### src/rtl/cla_accumulator_if.sv
// Stream bundle for cla_accumulator: job start, operand input, result output.
// master = operand source / result consumer, slave = accumulator.
interface cla_accumulator_if #(
    parameter int N     = 64,
    parameter int CNT_W = 8
);
    logic             start;
    logic [CNT_W-1:0] len;
    logic             in_valid;
    logic [N-1:0]     in_data;
    logic             in_ready;
    logic             out_valid;
    logic             out_ready;
    logic [N-1:0]     sum_out;
    logic             carry_out;
    logic             ovf;
    logic             busy;

    modport master (
        output start, len, in_valid, in_data, out_ready,
        input  in_ready, out_valid, sum_out, carry_out, ovf, busy
    );

    modport slave (
        input  start, len, in_valid, in_data, out_ready,
        output in_ready, out_valid, sum_out, carry_out, ovf, busy
    );
endinterface

### src/rtl/cla_accumulator.sv
// Multi-operand accumulator: sums a job of len operands through a carry-lookahead
// adder in the feedback path and reports sticky unsigned/signed overflow.

// Carry-lookahead adder built from 4-bit lookahead groups; N must be a multiple of 4.
module cla #(
    parameter int N = 64
) (
    input  logic [N-1:0] i_a,
    input  logic [N-1:0] i_b,
    input  logic         i_cin,
    output logic [N-1:0] o_sum,
    output logic         o_cout
);
    logic [N-1:0] w_g;
    logic [N-1:0] w_p;
    logic [N:0]   w_c;

    assign w_g = i_a & i_b;
    assign w_p = i_a ^ i_b;

    always_comb begin
        logic [3:0] g;
        logic [3:0] p;
        logic       c;
        w_c    = '0;
        w_c[0] = i_cin;
        for (int k = 0; k < N / 4; k++) begin
            g = w_g[4*k +: 4];
            p = w_p[4*k +: 4];
            c = w_c[4*k];
            w_c[4*k+1] = g[0] | (p[0] & c);
            w_c[4*k+2] = g[1] | (p[1] & g[0]) | (p[1] & p[0] & c);
            w_c[4*k+3] = g[2] | (p[2] & g[1]) | (p[2] & p[1] & g[0])
                       | (p[2] & p[1] & p[0] & c);
            w_c[4*k+4] = g[3] | (p[3] & g[2]) | (p[3] & p[2] & g[1])
                       | (p[3] & p[2] & p[1] & g[0]) | (p[3] & p[2] & p[1] & p[0] & c);
        end
    end

    assign o_sum  = w_p ^ w_c[N-1:0];
    assign o_cout = w_c[N];
endmodule

// state   | meaning
// S_IDLE  | waiting for start; result of the previous job still presented
// S_ACCUM | accepting operands, one per cycle
// S_HOLD  | result valid, waiting for out_ready
module cla_accumulator #(
    parameter int N     = 64,
    parameter int CNT_W = 8
) (
    input logic              clk,
    input logic              rst_n,
    cla_accumulator_if.slave bus
);
    typedef enum logic [1:0] {
        S_IDLE  = 2'd0,
        S_ACCUM = 2'd1,
        S_HOLD  = 2'd2
    } state_t;

    state_t           r_state;
    state_t           w_state_nxt;
    logic [N-1:0]     r_acc;
    logic [CNT_W-1:0] r_remaining;
    logic             r_carry;
    logic             r_ovf;
    logic [N-1:0]     w_sum;
    logic             w_cout;
    logic             w_sovf;
    logic             w_clear;
    logic             w_acc_en;

    cla #(.N(N)) u_cla (
        .i_a    (r_acc),
        .i_b    (bus.in_data),
        .i_cin  (1'b0),
        .o_sum  (w_sum),
        .o_cout (w_cout)
    );

    assign w_sovf = (r_acc[N-1] == bus.in_data[N-1]) && (w_sum[N-1] != r_acc[N-1]);

    always_ff @(posedge clk or negedge rst_n) begin
        if (!rst_n) r_state <= S_IDLE;
        else        r_state <= w_state_nxt;
    end

    always_comb begin
        w_state_nxt = r_state;
        w_clear     = 1'b0;
        w_acc_en    = 1'b0;
        case (r_state)
            S_IDLE: begin
                if (bus.start) begin
                    w_clear     = 1'b1;
                    w_state_nxt = (bus.len != '0) ? S_ACCUM : S_HOLD;
                end
            end
            S_ACCUM: begin
                if (bus.in_valid) begin
                    w_acc_en = 1'b1;
                    if (r_remaining == CNT_W'(1)) w_state_nxt = S_HOLD;
                end
            end
            S_HOLD: begin
                if (bus.out_ready) w_state_nxt = S_IDLE;
            end
            default: w_state_nxt = S_IDLE;
        endcase
    end

    // Result registers are only cleared by an accepted start, so they persist after the handshake.
    always_ff @(posedge clk or negedge rst_n) begin
        if (!rst_n) begin
            r_acc       <= '0;
            r_remaining <= '0;
            r_carry     <= 1'b0;
            r_ovf       <= 1'b0;
        end else if (w_clear) begin
            r_acc       <= '0;
            r_remaining <= bus.len;
            r_carry     <= 1'b0;
            r_ovf       <= 1'b0;
        end else if (w_acc_en) begin
            r_acc       <= w_sum;
            r_remaining <= r_remaining - CNT_W'(1);
            r_carry     <= r_carry | w_cout;
            r_ovf       <= r_ovf | w_sovf;
        end
    end

    assign bus.in_ready  = (r_state == S_ACCUM);
    assign bus.out_valid = (r_state == S_HOLD);
    assign bus.busy      = (r_state != S_IDLE);
    assign bus.sum_out   = r_acc;
    assign bus.carry_out = r_carry;
    assign bus.ovf       = r_ovf;
endmodule

### src/flat_wrapper.sv
// flat-port wrapper written by rule: the top's interface ports become plain ports
module cla_accumulator_flat 
#(
    parameter int N     = 64,
    parameter int CNT_W = 8
)
  (clk, rst_n, bus_start, bus_len, bus_in_valid, bus_in_data, bus_out_ready, bus_in_ready, bus_out_valid, bus_sum_out, bus_carry_out, bus_ovf, bus_busy);
  cla_accumulator_if #(.N(N), .CNT_W(CNT_W)) bus_i ();
  input logic clk;
  input logic rst_n;
  input wire logic [$bits(bus_i.start)-1:0] bus_start;
  input wire logic [$bits(bus_i.len)-1:0] bus_len;
  input wire logic [$bits(bus_i.in_valid)-1:0] bus_in_valid;
  input wire logic [$bits(bus_i.in_data)-1:0] bus_in_data;
  input wire logic [$bits(bus_i.out_ready)-1:0] bus_out_ready;
  output wire logic [$bits(bus_i.in_ready)-1:0] bus_in_ready;
  output wire logic [$bits(bus_i.out_valid)-1:0] bus_out_valid;
  output wire logic [$bits(bus_i.sum_out)-1:0] bus_sum_out;
  output wire logic [$bits(bus_i.carry_out)-1:0] bus_carry_out;
  output wire logic [$bits(bus_i.ovf)-1:0] bus_ovf;
  output wire logic [$bits(bus_i.busy)-1:0] bus_busy;
  assign bus_i.start = bus_start;
  assign bus_i.len = bus_len;
  assign bus_i.in_valid = bus_in_valid;
  assign bus_i.in_data = bus_in_data;
  assign bus_i.out_ready = bus_out_ready;
  assign bus_in_ready = bus_i.in_ready;
  assign bus_out_valid = bus_i.out_valid;
  assign bus_sum_out = bus_i.sum_out;
  assign bus_carry_out = bus_i.carry_out;
  assign bus_ovf = bus_i.ovf;
  assign bus_busy = bus_i.busy;
  cla_accumulator #(.N(N), .CNT_W(CNT_W)) u_core (.clk(clk), .rst_n(rst_n), .bus(bus_i));
endmodule
### config.mk
export PLATFORM = sky130hd
export DESIGN_NAME = cla_accumulator_flat
export DESIGN_NICKNAME = d
export VERILOG_FILES = /design/src/rtl/cla_accumulator_if.sv /design/src/rtl/cla_accumulator.sv /design/src/flat_wrapper.sv
export SDC_FILE = /design/constraint.sdc
export NUM_CORES = 1
export LEC_CHECK = 0
export CAP_MARGIN = 25
export CORE_ASPECT_RATIO = 0.7
export CORE_MARGIN = 2
export CORE_UTILIZATION = 54
export CTS_CLUSTER_SIZE = 40
export DETAILED_ROUTE_END_ITERATION = 7
export PLACE_DENSITY = 0.95
export SETUP_SLACK_MARGIN = 0.5
export SYNTH_ARGS = -nofsm -noshare
export SYNTH_HDL_FRONTEND = slang
export SYNTH_SLANG_ARGS = --single-unit
### constraint.sdc
create_clock -name clk -period 5.3 [get_ports clk]
set_input_delay 1.06 -clock clk [delete_from_list [all_inputs] [get_ports clk]]
set_output_delay 1.06 -clock clk [all_outputs]
set_load 0.05 [all_outputs]
==> flow_metrics.tcl, run 1 <==
set metrics [dict create \
    cts_setup_buffers 0 \
    grt_antenna_before_repair 0 \
    totalNegativeSetupSlack_ps 0 \
    worst-slew-pin-transition_ps 771 \
    core_area_um2 10200 \
    final_net_count 892 \
    tritoncts "yes" \
    max-clock-path-buffers 2 \
    rows 31 \
    timing.critical_path.cells "clkdlybuf4s50_1 -> ha_1 -> a21oi_1 -> o22ai_1 -> a32oi_2 -> a21oi_2 -> o31ai_1 -> a21boi_1 -> o21ai_1 -> a21boi_1 -> o21ai_0 -> nand2b_1 -> fa_1 -> xnor2_1 -> a211oi_1" \
    die_w_um 126 \
    wirelength_um 15900 \
    antenna-diode-count 0 \
    grt_start_max_net_pins 77 \
    ffs_w_async_s_r_synth_pct 100 \
    cts.sink_count 76 \
    timing.final.crit_period_ps 4560 \
    syn_area_per_cell_um2 9.53 \
    dr_total_vias 5218 \
    initial_utilization_pct 54.9 \
    ys.flop_type "sky130_fd_sc_hd__dfrtp_1" \
    slowest_stage "sky130_fd_sc_hd__clkdlybuf4s50_1" \
    avgViaCountPerCell 6.00 \
    cts_repair_resize_count 0 \
    postSynthNetCount 749 \
    relSlewSlack_pct 48.5 \
    grt_setup_unrepaired "no" \
    slowest_delay_ps 450 \
    grt_first_pass_wirelength_um 25300 \
    timing.clock.skew_ps 5.76 \
    fmax_ghz 0.219 \
    post_cts_hold_buffer_count 0 \
    data_required_time_at_the_worst_endpoint_ps 5540 \
    topRoutingLayerUsed "met4" \
    ys_warn_count 0 \
    drtIter0Drc 360 \
    standby_leakage_power_nw 3.38 \
    end_kind "flip-flop" \
    yosys-top-cells-area "sky130_fd_sc_hd__dfrtp_1, sky130_fd_sc_hd__ha_1, sky130_fd_sc_hd__fa_1, sky130_fd_sc_hd__xnor2_1, sky130_fd_sc_hd__nand2_1" \
    drcViolationCount 0 \
    worst_setup_path_start_kind "primary input" \
    crit_fanout 4 \
    layout-drive-gt1-share_pct 5.43 \
    finalWeightedCongestion 0.959 \
    wl_per_cell_um 18.3 \
    clk-insertion-delay-late_ps 340 \
    slew_viol_final 0 \
    groute.usage.overall_pct 28.2 \
    worst_setup_hold_path_clk_slew_ps 60 \
    met3RoutedLength_um 1290 \
    timing.critical_path.mode_cell "sky130_fd_sc_hd__a21boi_1" \
    worst-endpoint-arrival_ps 4800 \
    synth-edff-count 0 \
    postRouteAntennaNets 0 \
    buffer_ports.inserted 145 \
    synthDominantAreaCellType "sky130_fd_sc_hd__dfrtp_1" \
    power-per-cell-area_nw_per_um2 639 \
    htree_num_levels 3 \
    sequential_area_share_after_synthesis_pct 33.8 \
    max_cap_violations 0 \
    numCtsBuffers 9 \
    die_area_um2 11300 \
    timing.setup.critical_path_class "primary input to flip-flop" \
    run_status "finished clean" \
    syn_area_um2 5620 \
    syn_inst 590 \
    die-height_um 89.4 \
    layout-area-overhead-vs-synth_pct 33.1 \
    grt_pass1_vias 5142 \
    synth_largest_type_area_fraction_pct 33.8 \
    synth_common_cells "sky130_fd_sc_hd__dfrtp_1, sky130_fd_sc_hd__nand2_1, sky130_fd_sc_hd__ha_1, sky130_fd_sc_hd__a21oi_1, sky130_fd_sc_hd__o21ai_0" \
    peakVddDrop_mv 0.335 \
    hold_viol_final 0 \
    clk_root_buffer_cell "sky130_fd_sc_hd__clkbuf_16" \
    timing.final.setup_violations 0 \
    ioPinCount 146 \
    ys_types 64 \
    first_pass_iters 7 \
    grt.overflow.total 0 \
    final.period_utilization_pct 86.0 \
    most_repeated_cell_in_the_gate_level_netlist_after_synthesis "sky130_fd_sc_hd__dfrtp_1" \
    ys_seq_elements 76 \
    place.detailed.hpwl_um 11800 \
    met2_wirelength_um 7510 \
    routedLengthMet1_um 6810 \
    layout_setup_ws_ps 742 \
    post-place-ws_ps 466 \
    hp-class "flip-flop to flip-flop" \
]
[critical path, delay by kind of cell]
kind,cells,cell delay [ps]
adder cells (fa/ha/maj),2,770
buffers and inverters,1,450
AND/OR/NAND/NOR,1,140
XOR/XNOR,1,140
AO/OA/AOI/OAI,10,2240
[flip-flops by register name (all words and copies together) (netlist names)]
| register | count |
|---|---|
| u_core.r_remaining | 8 |
| u_core.bus.ovf | 1 |
| u_core.r_state | 2 |
| u_core.bus.sum_out | 64 |
| u_core.bus.carry_out | 1 |
[stage by stage]
| step | area, um2 | utilization [%] | std cells | hold slack, ps | power, W |
|---|---|---|---|---|---|
| 6_report | 7480 | 73.1 | 869 | 507 | 0.00478 |
| 3_5_place_dp | 7200 | 70.3 | 853 | 497 | 0.00418 |
| 2_1_floorplan | 5620 | - | 590 | 461 | 0.00325 |
| 4_1_cts | 7450 | 72.8 | 868 | 506 | 0.00476 |
| 3_3_place_gp | 7200 | 70.3 | 853 | 478 | 0.00403 |
| 5_1_grt | 7480 | 73.1 | 869 | 529 | 0.00507 |
[cell type report]
| class | instances | area [um2] |
|---|---|---|
| Inverter | 19 | 71.3 |
| Tap cell | 132 | 165 |
| Multi-Input combinational cell | 477 | 3590 |
| Clock inverter | 3 | 15.0 |
| Sequential cell | 76 | 1900 |
| Clock buffer | 12 | 236 |
| Timing Repair Buffer | 150 | 1510 |
| Fill cell | 700 | 2760 |
[placed cells by master, fill, tap and decap left out, types with 2 or more instances in the layout]
cell type	netlist	routed
sky130_fd_sc_hd__clkdlybuf4s50_1	0	144
sky130_fd_sc_hd__dfrtp_1	76	76
sky130_fd_sc_hd__nand2_1	71	71
sky130_fd_sc_hd__ha_1	66	66
sky130_fd_sc_hd__a21oi_1	44	44
sky130_fd_sc_hd__o21ai_0	43	43
sky130_fd_sc_hd__nor2_1	35	34
sky130_fd_sc_hd__xnor2_1	32	32
sky130_fd_sc_hd__a211oi_1	20	20
sky130_fd_sc_hd__inv_1	19	19
sky130_fd_sc_hd__a21o_1	18	18
sky130_fd_sc_hd__xor2_1	16	16
sky130_fd_sc_hd__fa_1	16	16
sky130_fd_sc_hd__a22o_1	13	13
sky130_fd_sc_hd__nand3_1	9	9
sky130_fd_sc_hd__clkbuf_16	0	9
sky130_fd_sc_hd__nand4_1	8	8
sky130_fd_sc_hd__o21ai_1	7	7
sky130_fd_sc_hd__nor2b_1	7	7
sky130_fd_sc_hd__buf_4	0	5
sky130_fd_sc_hd__and3_1	4	4
sky130_fd_sc_hd__nor3_1	4	4
sky130_fd_sc_hd__o21bai_1	4	4
sky130_fd_sc_hd__a31oi_1	3	3
sky130_fd_sc_hd__a21boi_1	3	3
sky130_fd_sc_hd__or2_2	3	3
sky130_fd_sc_hd__o31ai_1	3	3
sky130_fd_sc_hd__nor4_1	3	3
sky130_fd_sc_hd__clkbuf_1	17	3
sky130_fd_sc_hd__clkinv_2	0	3
sky130_fd_sc_hd__o22ai_1	2	2
sky130_fd_sc_hd__a211o_1	2	2
sky130_fd_sc_hd__a31o_2	2	2
sky130_fd_sc_hd__o21a_1	2	2
sky130_fd_sc_hd__and3_2	2	2
sky130_fd_sc_hd__nor3b_1	2	2
sky130_fd_sc_hd__or4_1	2	2
[worst paths after layout]
path / cells after the start / to / startpoint / slack, ps
worst max-delay path: 15 / u_core.bus.sum_out[45] / bus_in_data[3] / 740
worst min-delay path: 1 / u_core.r_remaining[6] / u_core.r_remaining[6] / 510
worst max register to register: 14 / u_core.bus.sum_out[45] / u_core.bus.sum_out[3] / 1490
worst min register to register: 1 / u_core.r_remaining[6] / u_core.r_remaining[6] / 510
max in group asynchronous: 2 / u_core.bus.sum_out[59] / rst_n / 4190
min in group asynchronous: 1 / u_core.bus.sum_out[37] / rst_n / 540
[routing by layer]
metal	track usage, %	vias to the layer above
li1	-	2421
met3	6.88	32
met4	9.19	0
met1	36.2	2520
met2	47.8	245
met5	0	-
[power by group]
part / switching [W] / internal, W / total [W]
combinational: 0.00191 / 0.00122 / 0.00313
clock: 0.000243 / 0.000313 / 0.000556
sequential: 0.000264 / 0.000827 / 0.00109
[cells by family after synthesis]
family | share of synthesized area (%)
adder cells (fa/ha/maj) | 20.4
XOR/XNOR | 7.48
AND/OR/NAND/NOR | 13.6
flip-flops | 33.8
AO/OA/AOI/OAI | 22.1
buffers and inverters | 2.54
No activity file was read; power rests on OpenSTA's default activity.
==> run 2, diff against run 1 <==
--- a/config.mk
+++ b/config.mk
@@ -8,11 +8,13 @@
 export CAP_MARGIN = 25
 export CORE_ASPECT_RATIO = 0.7
 export CORE_MARGIN = 2
-export CORE_UTILIZATION = 54
+export CORE_UTILIZATION = 66
 export CTS_CLUSTER_SIZE = 40
 export DETAILED_ROUTE_END_ITERATION = 7
-export PLACE_DENSITY = 0.95
+export DONT_BUFFER_PORTS = 1
+export PLACE_DENSITY = 0.93
 export SETUP_SLACK_MARGIN = 0.5
+export SKIP_LAST_GASP = 1
 export SYNTH_ARGS = -nofsm -noshare
 export SYNTH_HDL_FRONTEND = slang
 export SYNTH_SLANG_ARGS = --single-unit
==> run 2 against run 1 <==
Net effect: die area fell by 18%; cell area fell by 20%; flip-flop and latch count did not move; hold slack got worse by 86 ps; register-to-register slack got worse by 120 ps; sequential share of layout area rose by 6.2 points; combinational power fell by 39%; non-clock buffer count fell by 145; largest power group unchanged.
==> flow_metrics.tcl, run 2 (synthesis gave the netlist of run 1 again) <==
set metrics [dict create \
    reg2reg_depth 14 \
    timing.final.crit_period_ps 3930 \
    timing.setup.critical_path_class "flip-flop to flip-flop" \
    clk-insertion-delay-late_ps 330 \
    grt_pass1_vias 4596 \
    final_net_count 747 \
    filler_free_cell_count_of_the_finished_design 696 \
    hold_viol_final 0 \
    grt_first_pass_wirelength_um 22200 \
    post_cts_hold_buffer_count 0 \
    initial_utilization_pct 67.1 \
    end_kind "flip-flop" \
    peakVddDrop_mv 0.383 \
    layout.cells.most_common "sky130_fd_sc_hd__dfrtp_1" \
    ioPinCount 146 \
    layout-drive-gt1-share_pct 6.77 \
    cts_repair_resize_count 0 \
    drcViolationCount 0 \
    tritoncts "yes" \
    clk_root_buffer_cell "sky130_fd_sc_hd__clkbuf_16" \
    worst_setup_path_start_kind "flip-flop" \
    met3RoutedLength_um 1210 \
    fmax_ghz 0.255 \
    avgViaCountPerCell 6.53 \
    p_seq_share_pct 42.0 \
    max-clock-path-buffers 2 \
    dp_cells 681 \
    rows 28 \
    cts.sink_count 76 \
    core_area_um2 8370 \
    data_required_time_at_the_worst_endpoint_ps 5540 \
    crit_fanout 4 \
    slew_viol_final 0 \
    dr_total_vias 4545 \
    met2_wirelength_um 6500 \
    power.share.switching_pct 53.5 \
    antenna-diode-count 0 \
    largest_register_ffs 64 \
    internal_portion_of_total_power_w 0.00200 \
    routedLengthMet1_um 5860 \
    worst-slew-pin-transition_ps 977 \
    postRouteAntennaNets 0 \
    num-fill-cells 594 \
    timing.final.setup_violations 0 \
    wirelength_um 13800 \
    totalNegativeSetupSlack_ps 0 \
    cts_setup_buffers 0 \
    numCtsBuffers 9 \
    standby_leakage_power_nw 2.84 \
    place.detailed.hpwl_um 10300 \
    topRoutingLayerUsed "met4" \
    first_pass_iters 6 \
    grt_antenna_before_repair 0 \
    die_w_um 114 \
    run_status "finished clean" \
    worst-endpoint-arrival_ps 4160 \
    drtIter0Drc 356 \
    max_cap_violations 0 \
    relSlewSlack_pct 34.7 \
    layout.cells.most_common_list "sky130_fd_sc_hd__dfrtp_1, sky130_fd_sc_hd__nand2_1, sky130_fd_sc_hd__ha_1" \
    final.period_utilization_pct 74.1 \
    groute.usage.overall_pct 30.7 \
    die_area_um2 9280 \
    worst_setup_hold_path_clk_slew_ps 60 \
    hp-class "primary input to async pin" \
    power.switching_w 0.00230 \
    layout-area-overhead-vs-synth_pct 6.97 \
    grt_setup_unrepaired "no" \
    grt_start_max_net_pins 77 \
    p_comb_share_pct 44.6 \
    grt.overflow.total 0 \
    finalWeightedCongestion 0.927 \
    wl_per_cell_um 19.9 \
    htree_num_levels 3 \
    die-height_um 81.2 \
    power_frac_clock_pct 13.4 \
    timing.clock.skew_ps 7.69 \
    power-per-cell-area_nw_per_um2 716 \
    buffer_ports.inserted 0 \
    final_core_util_pct 71.8 \
]
-- run 2: changes by cell type in the layout (fill, tap and decap cells not counted), sizes merged --
cell / before / now
clkinv: 3 / 2
clkbuf: 12 / 13
buf: 6 / 4
clkdlybuf4s50: 144 / 0
-- run 2: power groups by stage --
stage,combinational [W],clock [W],sequential [W]
after global routing,0.00215,0.000605,0.00185
after detailed placement,0.00189,0,0.00181
after CTS,0.00190,0.000584,0.00180
after global placement,0.00175,0,0.00180
after floorplan,0.00153,0,0.00172
final,0.00192,0.000577,0.00181
-- run 2: worst paths after layout --
check / end / slack [ps] / from
setup reg to reg: u_core.bus.sum_out[45] / 1370 / u_core.bus.sum_out[1]
hold / removal: u_core.bus.sum_out[36] / 420 / rst_n
max in group asynchronous: u_core.bus.sum_out[30] / 4730 / rst_n
min in group clk: u_core.r_remaining[6] / 510 / u_core.r_remaining[6]
hold reg to reg: u_core.r_remaining[6] / 510 / u_core.r_remaining[6]
setup / recovery: u_core.bus.sum_out[45] / 1370 / u_core.bus.sum_out[1]
-- run 2: critical path, stage by stage, from the launching register on --
cell,delay [ps]
sky130_fd_sc_hd__dfrtp_1,710
sky130_fd_sc_hd__ha_1,330
sky130_fd_sc_hd__a21oi_1,220
sky130_fd_sc_hd__o22ai_1,210
sky130_fd_sc_hd__a32oi_2,320
sky130_fd_sc_hd__a21oi_2,140
sky130_fd_sc_hd__o31ai_1,350
sky130_fd_sc_hd__a21boi_1,120
sky130_fd_sc_hd__o21ai_1,180
sky130_fd_sc_hd__a21boi_1,100
sky130_fd_sc_hd__o21ai_0,260
sky130_fd_sc_hd__nand2b_1,120
sky130_fd_sc_hd__fa_1,390
sky130_fd_sc_hd__xnor2_1,140
sky130_fd_sc_hd__a211oi_1,240
-- run 2: area by class of cell --
class | count | area [um2] | share of cell area, %
inverters | 19 | 71.3 | 1.19
flip-flops and latches | 76 | 1900 | 31.6
multi-input cells | 477 | 3590 | 59.6
well taps | 105 | 131 | 2.18
clock buffers | 12 | 267 | 4.43
repair buffers | 5 | 46.3 | 0.770
clock inverters | 2 | 10.0 | 0.166
-- run 2: per-layer routing --
| layer | vias to the layer above | global-route usage [%] |
|---|---|---|
| li1 | 2133 | - |
| met1 | 2192 | 39.1 |
| met2 | 197 | 50.2 |
| met3 | 23 | 9.78 |
| met4 | 0 | 10.0 |
| met5 | - | 0 |
-- run 2: metrics by stage --
stage	power, W	hold WS, ps	setup WS [ps]	area (um2)
finish	0.00431	422	1370	6010
detailed placement	0.00369	494	1080	5730
floorplan	0.00325	461	1510	5620
global placement	0.00355	481	1280	5710
CTS	0.00429	409	1430	6010
global route	0.00460	405	1070	6010
==> run 3, diff against run 2 <==
--- a/config.mk
+++ b/config.mk
@@ -8,11 +8,11 @@
 export CAP_MARGIN = 25
 export CORE_ASPECT_RATIO = 0.7
 export CORE_MARGIN = 2
-export CORE_UTILIZATION = 66
+export CORE_UTILIZATION = 65
 export CTS_CLUSTER_SIZE = 40
 export DETAILED_ROUTE_END_ITERATION = 7
 export DONT_BUFFER_PORTS = 1
-export PLACE_DENSITY = 0.93
+export PLACE_DENSITY = 0.92
 export SETUP_SLACK_MARGIN = 0.5
 export SKIP_LAST_GASP = 1
 export SYNTH_ARGS = -nofsm -noshare
==> constraint.sdc (replaced) <==
create_clock -name clk -period 3.8 [get_ports clk]
set_input_delay 0.76 -clock clk [delete_from_list [all_inputs] [get_ports clk]]
set_output_delay 0.76 -clock clk [all_outputs]
set_load 0.05 [all_outputs]
==> run 3 against run 2 <==
Net effect: non-clock buffer count grew 48; clock power grew 61%; clock-buffer cell count is the same; sequential share of layout area shrank 3.4 points; combinational power grew 100%; cell area grew 13%; final cell count grew 7.2%; register-to-register slack lost 870 ps; first-iteration DRC count shrank 0.56%; setup slack lost 870 ps; utilization grew 8.8 points; maximum frequency grew 19%; critical path type unchanged; largest cell class unchanged; highest routed layer unchanged.
==> flow_metrics.tcl, run 3 (synthesis gave the netlist of run 1 again) <==
set metrics [dict create \
    critical_register_to_register_path_startpoint "u_core.bus.sum_out[32]" \
    post_cts_hold_buffer_count 0 \
    layout.cells.most_common "sky130_fd_sc_hd__nand2_1" \
    slew_viol_final 0 \
    worst-slew-pin-transition_ps 1010 \
    crit-reg2reg-capture "u_core.bus.sum_out[45]" \
    p_comb_share_pct 57.2 \
    run_status "finished clean" \
    largest_register_ffs 64 \
    initial_utilization_pct 66.9 \
    htree_num_levels 3 \
    ioPinCount 146 \
    clk-insertion-delay-late_ps 340 \
    timing.final.crit_period_ps 3300 \
    finalWeightedCongestion 0.916 \
    timing.setup.critical_path_class "flip-flop to flip-flop" \
    worst_setup_path_start_kind "flip-flop" \
    grt.overflow.total 0 \
    wirelength_um 15200 \
    core_area_um2 8410 \
    max-clock-path-buffers 2 \
    drcViolationCount 0 \
    grt_setup_unrepaired "no" \
    layout-drive-gt1-share_pct 21.4 \
    fmax_ghz 0.303 \
    numCtsBuffers 9 \
    layout.cells.most_common_list "sky130_fd_sc_hd__nand2_1, sky130_fd_sc_hd__dfrtp_1, sky130_fd_sc_hd__buf_4" \
    final_net_count 795 \
    die-height_um 81.8 \
    reg2reg_depth 15 \
    end_kind "flip-flop" \
    power_frac_clock_pct 13.8 \
    place.detailed.hpwl_um 10500 \
    hp-class "primary input to async pin" \
    timing.reg2reg.setup_slack_ps 500 \
    power.total_w 0.00671 \
    final_cell_area_um2 6780 \
    antenna-diode-count 0 \
    crit_fanout 4 \
    standby_leakage_power_nw 3.07 \
    postRouteAntennaNets 0 \
    relSlewSlack_pct 32.3 \
    grt_antenna_before_repair 0 \
    dr_total_vias 4838 \
    power.share.switching_pct 51.1 \
    die_w_um 115 \
    layout-area-overhead-vs-synth_pct 20.6 \
    drtIter0Drc 354 \
    die_area_um2 9420 \
    internal_portion_of_total_power_w 0.00328 \
    first_pass_iters 6 \
    grt_first_pass_wirelength_um 23400 \
    fin_hold_ws_ps 116 \
    peakVddDrop_mv 0.607 \
    cts.sink_count 76 \
    totalNegativeSetupSlack_ps 0 \
    hold_viol_final 0 \
    power-per-cell-area_nw_per_um2 989 \
    grt_pass1_vias 4836 \
    worst_setup_hold_path_clk_slew_ps 60 \
    timing.final.setup_violations 0 \
    timing.clock.skew_ps 8.82 \
    worst-endpoint-arrival_ps 3540 \
    final.period_utilization_pct 86.8 \
    data_required_time_at_the_worst_endpoint_ps 4050 \
    buffer_ports.inserted 0 \
    detailed_place.area_um2 6100 \
    power.switching_w 0.00343 \
    wl_per_cell_um 20.3 \
    max_cap_violations 0 \
    rows 28 \
    groute.usage.overall_pct 32.1 \
    grt_start_max_net_pins 77 \
    tritoncts "yes" \
    clk_root_buffer_cell "sky130_fd_sc_hd__clkbuf_16" \
    p_seq_share_pct 29.0 \
    avgViaCountPerCell 6.49 \
]
-- run 3: cell types whose count changed in the layout (fill, tap and decap cells not counted), moves of 2 or more --
cell	delta
sky130_fd_sc_hd__buf_4	+50
sky130_fd_sc_hd__o31ai_4	+2
sky130_fd_sc_hd__ha_1	-17
sky130_fd_sc_hd__dfrtp_2	+12
sky130_fd_sc_hd__a21oi_2	+5
sky130_fd_sc_hd__clkbuf_8	-2
sky130_fd_sc_hd__o21ai_2	+4
sky130_fd_sc_hd__bufinv_16	+2
sky130_fd_sc_hd__a21boi_2	+2
sky130_fd_sc_hd__a21oi_1	-6
sky130_fd_sc_hd__o21ai_0	-4
sky130_fd_sc_hd__ha_4	+17
sky130_fd_sc_hd__dfrtp_1	-12
-- run 3: power groups by stage --
stage / Combinational, W / Sequential (W) / Clock, W
finish: 0.00384 / 0.00194 / 0.000928
global route: 0.00419 / 0.00199 / 0.000970
CTS: 0.00364 / 0.00192 / 0.000933
detailed placement: 0.00356 / 0.00191 / 0
global placement: 0.00337 / 0.00189 / 0
floorplan: 0.00218 / 0.00242 / 0
-- run 3: routing by layer --
metal / up-vias / global-route usage (%) / part of all wire [%]
met5: - / 0 / 0
met4: 0 / 9.64 / 1.7
met3: 36 / 11.7 / 11
met2: 245 / 53.9 / 47
met1: 2328 / 39.2 / 41
li1: 2229 / - / -
-- run 3: timing repair --
item,4_1_cts,5_1_grt
resized for setup,22,25
gates cloned,0,0
pin swaps,5,15
endpoints found under the hold margin,0,0
endpoints found under the setup margin,4,10
setup buffers,5,8
-- run 3: worst max path at each step --
stage	startpoint	endpoint	slack [ps]	cells past startpoint
6_report	u_core.bus.sum_out[32]	u_core.bus.sum_out[45]	500	15
5_1_grt	u_core.bus.sum_out[32]	u_core.bus.sum_out[45]	370	15
4_1_cts	u_core.bus.sum_out[15]	u_core.bus.sum_out[45]	500	14
3_5_place_dp	bus_in_data[1]	u_core.bus.sum_out[45]	130	14
3_3_place_gp	bus_in_data[1]	u_core.bus.sum_out[45]	250	14
2_1_floorplan	bus_in_data[29]	u_core.bus.sum_out[45]	500	14
-- run 3: per-stage QoR --
step	util [%]	instances	setup slack (ps)
floorplan	-	590	499
global placement	72.6	717	251
detailed placement	72.6	717	131
CTS	78.1	738	504
global route	80.7	746	368
finish	80.7	746	502
-- run 3: layout make-up --
type / count / area [um2]
clock buffers: 12 / 246
clock inverters: 4 / 72.6
fillers: 491 / 1630
inverters: 19 / 71.3
multi-input cells: 477 / 3950
flip-flops and latches: 76 / 1920
well taps: 105 / 131
repair buffers: 53 / 398
-- run 3: critical path, cell delays in order, from the launching register on --
cell                       delay (ps)
sky130_fd_sc_hd__dfrtp_1          380
sky130_fd_sc_hd__buf_4            210
sky130_fd_sc_hd__ha_1             240
sky130_fd_sc_hd__a21o_1           180
sky130_fd_sc_hd__a21o_1           200
sky130_fd_sc_hd__a21oi_2          150
sky130_fd_sc_hd__o21ai_2          120
sky130_fd_sc_hd__o31ai_4          340
sky130_fd_sc_hd__a21boi_2         100
sky130_fd_sc_hd__o21ai_2          220
sky130_fd_sc_hd__a21boi_2         100
sky130_fd_sc_hd__o21ai_2          180
sky130_fd_sc_hd__nand2b_1          80
sky130_fd_sc_hd__fa_1             370
sky130_fd_sc_hd__xnor2_1          140
sky130_fd_sc_hd__a211oi_1         190
